$ cat src/rtl/sdp_ram_rdata.sv
// Simple-dual-port RAM with byte-enable writes, registered read data, a 1- or 2-stage
// read pipeline, selectable collision policy and a read-valid strobe.
module sdp_ram_rdata #(
  parameter int unsigned           DATA_WIDTH   = 32,
  parameter int unsigned           ADDR_WIDTH   = 2,
  parameter int unsigned           READ_LATENCY = 1,
  parameter bit                    WRITE_FIRST  = 1'b0,
  parameter logic [DATA_WIDTH-1:0] RESET_VALUE  = '0
) (
  input  logic                    clk,
  input  logic                    rst_n,
  input  logic                    wen,
  input  logic [ADDR_WIDTH-1:0]   waddr,
  input  logic [DATA_WIDTH/8-1:0] wstrb,
  input  logic [DATA_WIDTH-1:0]   wdata,
  input  logic                    ren,
  input  logic [ADDR_WIDTH-1:0]   raddr,
  output logic [DATA_WIDTH-1:0]   rdata,
  output logic                    rvalid
);

  localparam int DEPTH     = 2 ** ADDR_WIDTH;
  localparam int NUM_BYTES = DATA_WIDTH / 8;

  if (READ_LATENCY != 1 && READ_LATENCY != 2) begin : g_bad_latency
    $fatal(1, "sdp_ram_rdata: READ_LATENCY must be 1 or 2");
  end
  if (DATA_WIDTH % 8 != 0) begin : g_bad_width
    $fatal(1, "sdp_ram_rdata: DATA_WIDTH must be a multiple of 8");
  end

  logic [DATA_WIDTH-1:0] mem [DEPTH];

  logic [DATA_WIDTH-1:0] rd_word;
  logic                  collide;

  logic [DATA_WIDTH-1:0] s1_data_d, s1_data_q;
  logic                  s1_valid_d, s1_valid_q;

  // Read word seen by this edge, with the write-first byte merge on collision.
  always_comb begin
    // NOTE: every always_comb output gets a default first so no path leaves it unassigned (no latch).
    rd_word = mem[raddr];
    collide = wen && (waddr == raddr);
    for (int i = 0; i < NUM_BYTES; i++) begin
      if (WRITE_FIRST && collide && wstrb[i]) begin
        rd_word[8*i +: 8] = wdata[8*i +: 8];
      end
    end
  end

  // NOTE: the array has no reset; it is plain storage and must map onto RAM macros.
  always_ff @(posedge clk) begin
    for (int i = 0; i < NUM_BYTES; i++) begin
      if (wen && wstrb[i]) begin
        mem[waddr][8*i +: 8] <= wdata[8*i +: 8];
      end
    end
  end

  always_comb begin
    s1_data_d  = s1_data_q;
    s1_valid_d = ren;
    if (ren) begin
      s1_data_d = rd_word;
    end
  end

  // NOTE: sequential state uses non-blocking assignments so all flops update together at the edge.
  always_ff @(posedge clk or negedge rst_n) begin
    if (!rst_n) begin
      s1_data_q  <= RESET_VALUE;
      s1_valid_q <= 1'b0;
    end else begin
      s1_data_q  <= s1_data_d;
      s1_valid_q <= s1_valid_d;
    end
  end

  if (READ_LATENCY == 2) begin : g_lat2
    logic [DATA_WIDTH-1:0] s2_data_d, s2_data_q;
    logic                  s2_valid_d, s2_valid_q;

    // Stage 2 only moves when stage 1 retires a result, so rdata holds otherwise.
    always_comb begin
      s2_data_d  = s2_data_q;
      s2_valid_d = s1_valid_q;
      if (s1_valid_q) begin
        s2_data_d = s1_data_q;
      end
    end

    always_ff @(posedge clk or negedge rst_n) begin
      if (!rst_n) begin
        s2_data_q  <= RESET_VALUE;
        s2_valid_q <= 1'b0;
      end else begin
        s2_data_q  <= s2_data_d;
        s2_valid_q <= s2_valid_d;
      end
    end

    assign rdata  = s2_data_q;
    assign rvalid = s2_valid_q;
  end else begin : g_lat1
    assign rdata  = s1_data_q;
    assign rvalid = s1_valid_q;
  end

endmodule
$ cat config.mk
export PLATFORM = sky130hd
export DESIGN_NAME = sdp_ram_rdata
export DESIGN_NICKNAME = d
export VERILOG_FILES = /design/src/rtl/sdp_ram_rdata.sv
export SDC_FILE = /design/constraint.sdc
export NUM_CORES = 1
export LEC_CHECK = 0
export ABC_CLOCK_PERIOD_IN_PS = 2200
export BUFFER_PORTS_ARGS = -buffer_cell sky130_fd_sc_hd__buf_4
export CAP_MARGIN = 20
export CORE_MARGIN = 1.5
export CORE_UTILIZATION = 60
export CTS_CLUSTER_DIAMETER = 40
export DETAILED_ROUTE_END_ITERATION = 12
export HOLD_SLACK_MARGIN = 0.15
export PLACE_DENSITY = 0.81
export RECOVER_POWER = 50
export REMOVE_ABC_BUFFERS = 1
export SYNTH_ARGS = -nofsm -noshare
export SYNTH_HDL_FRONTEND = slang
export SYNTH_SLANG_ARGS = --single-unit
$ cat constraint.sdc
create_clock -name clk -period 2.2 [get_ports clk]
set_input_delay 0.11 -clock clk [delete_from_list [all_inputs] [get_ports clk]]
set_output_delay 0.11 -clock clk [all_outputs]
set_load 0.05 [all_outputs]
==> results of run 1 <==
-- power by group --
group / switching (µW) / internal [µW] / leakage, µW
registers: 61.7 / 3440 / 0.00157
logic: 520 / 291 / 0.00105
clock network: 1160 / 1620 / 0.000263
total: 1740 / 5350 / 0.00288
-- registers in the layout, indices dropped and copies added (netlist names) --
name,cells
mem,128
rdata,32
rvalid,1
-- worst paths after layout --
| check | cells after the start | startpoint | endpoint |
|---|---|---|---|
| setup / recovery | 4 | waddr[0] | mem[1][3] |
| hold / removal | 3 | raddr[0] | rdata[12] |
| setup reg to reg | 2 | mem[1][11] | rdata[11] |
| hold reg to reg | 2 | rdata[24] | rdata[24] |
| max in group asynchronous | 4 | rst_n | rdata[3] |
| min in group asynchronous | 4 | rst_n | rdata[8] |
-- per-layer routing --
layer  GRT usage, %  part of all wire (%)
met5              0                     0
met3           6.74                   6.6
met2           39.5                    51
met4           9.39                   1.8
met1           29.8                    41
-- layout make-up --
class | count | area, µm²
Clock buffer | 20 | 425
Clock inverter | 12 | 135
Fill cell | 622 | 2410
Multi-Input combinational cell | 153 | 1420
Sequential cell | 161 | 4670
Tap cell | 136 | 170
Timing Repair Buffer | 128 | 950
-- what timing repair did --
item	4_1_cts	5_1_grt
setup endpoints to repair	0	0
endpoints found under the hold margin	226	0
hold buffers	40	0
-- cell families after synthesis --
family,after synthesis
DFF,161
muxes,64
and+or+nand+nor,57
AOI/OAI and AO/OA,32
buffers and inverters,16
-- layout by cell type, fill, tap and decap left out, drive strengths merged --
| cell | instances |
|---|---|
| buf | 52 |
| bufinv | 2 |
| clkbuf | 57 |
| clkinv | 6 |
| clkinvlp | 3 |
| dfrtp | 33 |
| dlygate4sd3 | 39 |
| edfxtp | 128 |
| inv | 1 |
| mux2i | 64 |
| nand2 | 6 |
| nand2b | 35 |
| nor2 | 12 |
| nor3 | 4 |
| o221ai | 32 |
-- stage by stage --
stage	utilization (%)	area, µm²	worst slack, ps
CTS	77.7	7920	712
global placement	68.2	6950	785
finish	76.3	7770	573
floorplan	-	6080	672
detailed placement	68.2	6950	696
global route	76.3	7770	449
-- worst reg2reg max path, delay by kind of cell (launching register included) --
kind,cells,cell delay [ps]
muxes,1,330
AOI/OAI and AO/OA,1,190
DFF,1,370
==> results.toml, run 1 <==
[run_status]
status = "finished clean"

[yosys]
synth_edf_count = 128
synth_cells = 330
ys_seq_area_share_pct = 74.8
synth_warnings = 0
synthDistinctLibCells = 15
yosys.area.top_type = "edfxtp_1"
synthAdderAreaFrac_pct = 0
async_flop_share_pct = 20.5
yosys.area.top_type_share_pct = 61.6
synth_top_family_by_area = "multiplexers"
yosys.area_share.simple_pct = 4.91
synth_ff_type = "edfxtp_1"
synth_common_cells = "edfxtp_1, mux2i_1, nand2b_1, dfrtp_1, o221ai_2"
synthMostInstantiatedCell = "edfxtp_1"
synthTopCellsByArea = "edfxtp_1, dfrtp_1, mux2i_1"
synth.avg_cell_area_um2 = 18.9
ys_seq_elements = 161
synth.cell_area_um2 = 6240
synth.area.mux_share_pct = 10.3
synthXorXnorAreaFrac_pct = 0
synth_compound_area_share_pct = 7.50

[floorplan]
die_w_um = 105
core_um2 = 10200
fp-row-count = 37
die-area_um2 = 11000
initial_core_util_pct = 61.3
num_io_pins = 77
die_h_um = 105

[power_and_ir_drop]
p_total_uw = 7090
powerDensity_nw_per_um2 = 912
vdd_ir_drop_max_mv = 0.612
p_leak_uw = 0.00288

[worst_setup_path]
slowest_stage = "nor2_1"
critPathTopFamily = "buffers and inverters"
worst_setup_path_start_kind = "input pin"
path_class = "in2reg"
slowest_delay_ps = 650
end_kind = "flop"
cp_max_fo = 8
worstPathRequired_ps = 2360
worst-path-buf-inv = 2
r2r_slack_ps = 1160
cp.arrival_ps = 1790
crit_chain = "dlygate4sd3_1, clkbuf_1, nand2b_1, nor2_1"

[drt]
drc = 0
firstDrtPassIters = 5
routedWlPerCell_um = 19.8
drtIter0Drc = 212
drt_wl_total_um = 12100
via_count = 3416
antenna_left = 0
via_per_inst = 5.60

[layout]
num_antenna_cells = 0
nNetsFinal = 505
final_cells = 610
drive_gt1_share_pct = 24.1
syn_to_final_growth_pct = 24.5

[grt]
grt_start_max_net_pins = 36
track_usage_pct = 23.8
globalRouteOverflowTotal = 0
antenna_found_initial = 0
first_global_vias = 3638
grt_pass1_wl_um = 19000

[sta]
timing.final.crit_share_pct = 73.9
whs_ps = 170
fmax_mhz = 615
period_needed_ps = 1630
finalHoldViolations = 0
max_slew_margin_pct = 34.0
tightest_slew_ps = 990
final.setup.tns_ps = 0
rsz0062_at_grt = "false"
clock_skew_ps = 11.9
slew_viol_final = 0
finalSetupViolCount = 0

[clock_network]
cts.sinks = 161
root_buffer = "clkbuf_8"
cts_buffers = 17
cts_tree = "done"
cts-resized-gates = 0
clkLatencyLatePin_ps = 540
htreeDepth = 4
postCtsSetupRepairBufs = 0
max-clock-path-buffers = 2
clk_pin_slew_ps = 60

[placed_design]
dp_hpwl_um = 6950
portBuffers = 76
dpl.cell_count = 538
routabilityCongestion = 0.752

[flow_run]
maxCapViolations = 0

[hold_path]
hold_class = "in2reg"
(Power assumes the default switching activity.)
==> run 2, diff against run 1 <==
- ABC_CLOCK_PERIOD_IN_PS: 2200 -> 1500
- CORE_UTILIZATION: 60 -> 57
- PLACE_DENSITY: 0.81 -> 0.78
- clock period: 2.2 -> 1.5 ns (I/O delays scaled with it)
==> results.toml, run 2 (synthesis gave the netlist of run 1 again) <==
[worst_setup_path]
r2r_cells = 2
worst_setup_path_start_kind = "input pin"
rr_endpoint = "rdata[11]"
worstPathRequired_ps = 1660
end_kind = "flop"
cp.arrival_ps = 1450
r2r-start = "mem[1][11]"
cp_max_fo = 8
path_class = "in2reg"
r2r_slack_ps = 620

[power_and_ir_drop]
vdd_ir_drop_max_mv = 0.765
p_total_uw = 10500
p_leak_uw = 0.00294
powerDensity_nw_per_um2 = 1330

[hold_path]
hold_class = "in2reg"
hold_start = "raddr[1]"
holdPathStages = 3
min_to = "rdata[15]"

[clock_network]
root_buffer = "clkbuf_8"
cts_buffers = 17
clkLatencyLatePin_ps = 520
max-clock-path-buffers = 2
cts_tree = "done"
clk_pin_slew_ps = 60
htreeDepth = 4
postCtsSetupRepairBufs = 0
cts.sinks = 161

[layout]
final_common_cell = "edfxtp_1"
regMostFlops = "mem"
mostFrequentLayoutCells = "edfxtp_1, mux2i_1, buf_4"
largest_register_ffs = 128
final_cells = 622
finalInstanceArea_um2 = 7880
fillCellCount = 708
syn_to_final_growth_pct = 26.2
nNetsFinal = 514
drive_gt1_share_pct = 24.9
num_antenna_cells = 0
fin_util_pct = 73.3

[placed_design]
portBuffers = 76
dp_hpwl_um = 7140
dpl.cell_count = 552
routabilityCongestion = 0.729
dpl-instance-area_um2 = 7060

[floorplan]
fp-row-count = 38
initial_core_util_pct = 58.1
die-area_um2 = 11600
num_io_pins = 77
core_um2 = 10700
die_w_um = 108
die_h_um = 108

[sta]
final.setup.tns_ps = 0
finalHoldViolations = 0
rsz0062_at_grt = "false"
period_needed_ps = 1290
fmax_mhz = 773
tightest_slew_ps = 593
max_slew_margin_pct = 60.4
clock_skew_ps = 5.56
slew_viol_final = 0
timing.final.crit_share_pct = 86.3
finalSetupViolCount = 0

[drt]
firstDrtPassIters = 4
antenna_left = 0
routedWlPerCell_um = 19.4
drc = 0
drt_wl_total_um = 12100
via_count = 3408
drtIter0Drc = 192
via_per_inst = 5.48

[grt]
globalRouteOverflowTotal = 0
track_usage_pct = 22.6
antenna_found_initial = 0
first_global_vias = 3612
grt_pass1_wl_um = 18800
grt_start_max_net_pins = 34

[flow_run]
maxCapViolations = 0

[run_status]
status = "finished clean"
## run 2: cell types whose count changed in the layout (fill, tap and decap cells not counted)
| cell | previous run | this run |
|---|---|---|
| bufinv_16 | 2 | 3 |
| clkbuf_2 | 1 | 0 |
| buf_6 | 0 | 1 |
| buf_12 | 2 | 5 |
| clkbuf_1 | 38 | 40 |
| clkinv_2 | 1 | 6 |
| buf_4 | 50 | 53 |
| inv_6 | 1 | 0 |
| clkinv_4 | 4 | 0 |
| clkbuf_4 | 1 | 0 |
## run 2: worst max-delay path by stage
| stage | from | endpoint | slack [ps] | depth (start not counted) |
|---|---|---|---|---|
| after floorplan | raddr[1] | rdata[2] | 7 | 2 |
| after global placement | raddr[0] | rdata[30] | 430 | 4 |
| after detailed placement | raddr[0] | rdata[30] | 360 | 4 |
| after CTS | waddr[1] | mem[0][3] | 40 | 5 |
| after global routing | waddr[1] | mem[3][3] | 140 | 5 |
| final | waddr[1] | mem[0][12] | 210 | 4 |
## run 2: area by class of cell
cell class                 count  area (µm²)  area share [%]
timing repair buffer         137        1050            13.3
clock buffer                  18         418            5.31
tap                          140         175            2.22
sequential                   161        4670            59.3
clock inverter                13         146            1.86
multi-input combinational    153        1420            18.0
## run 2: power breakdown
group | switching [µW] | internal (µW) | leakage, µW
Clock | 1620 | 2500 | 0.000273
Sequential | 94.3 | 5050 | 0.00157
Combinational | 759 | 444 | 0.00110
Total | 2470 | 7990 | 0.00294
## run 2: what timing repair did
item	CTS	global route
endpoints found under the setup margin	0	8
hold buffers	40	0
gates resized for setup	0	1
endpoints found under the hold margin	213	0
## run 2: worst max-delay path: stages
cell and delay (ps):
dlygate4sd3_1 540, buf_4 160, nor3_1 200, clkbuf_1 470
## run 2: per-layer routing
metal | track usage (%) | vias to the layer above | routed length [µm]
li1 | - | 1570 | -
met1 | 26.8 | 1735 | 4860
met2 | 40.2 | 89 | 6570
met3 | 4.78 | 14 | 454
met4 | 9.02 | 0 | 210
met5 | 0 | - | 0
## run 2: through the flow
step / hold WS [ps] / setup slack, ps
after global placement: 75.2 / 433
after detailed placement: 83.1 / 365
after CTS: 152 / 38.1
after global routing: 155 / 137
final: 144 / 206
after floorplan: -221 / 7.46
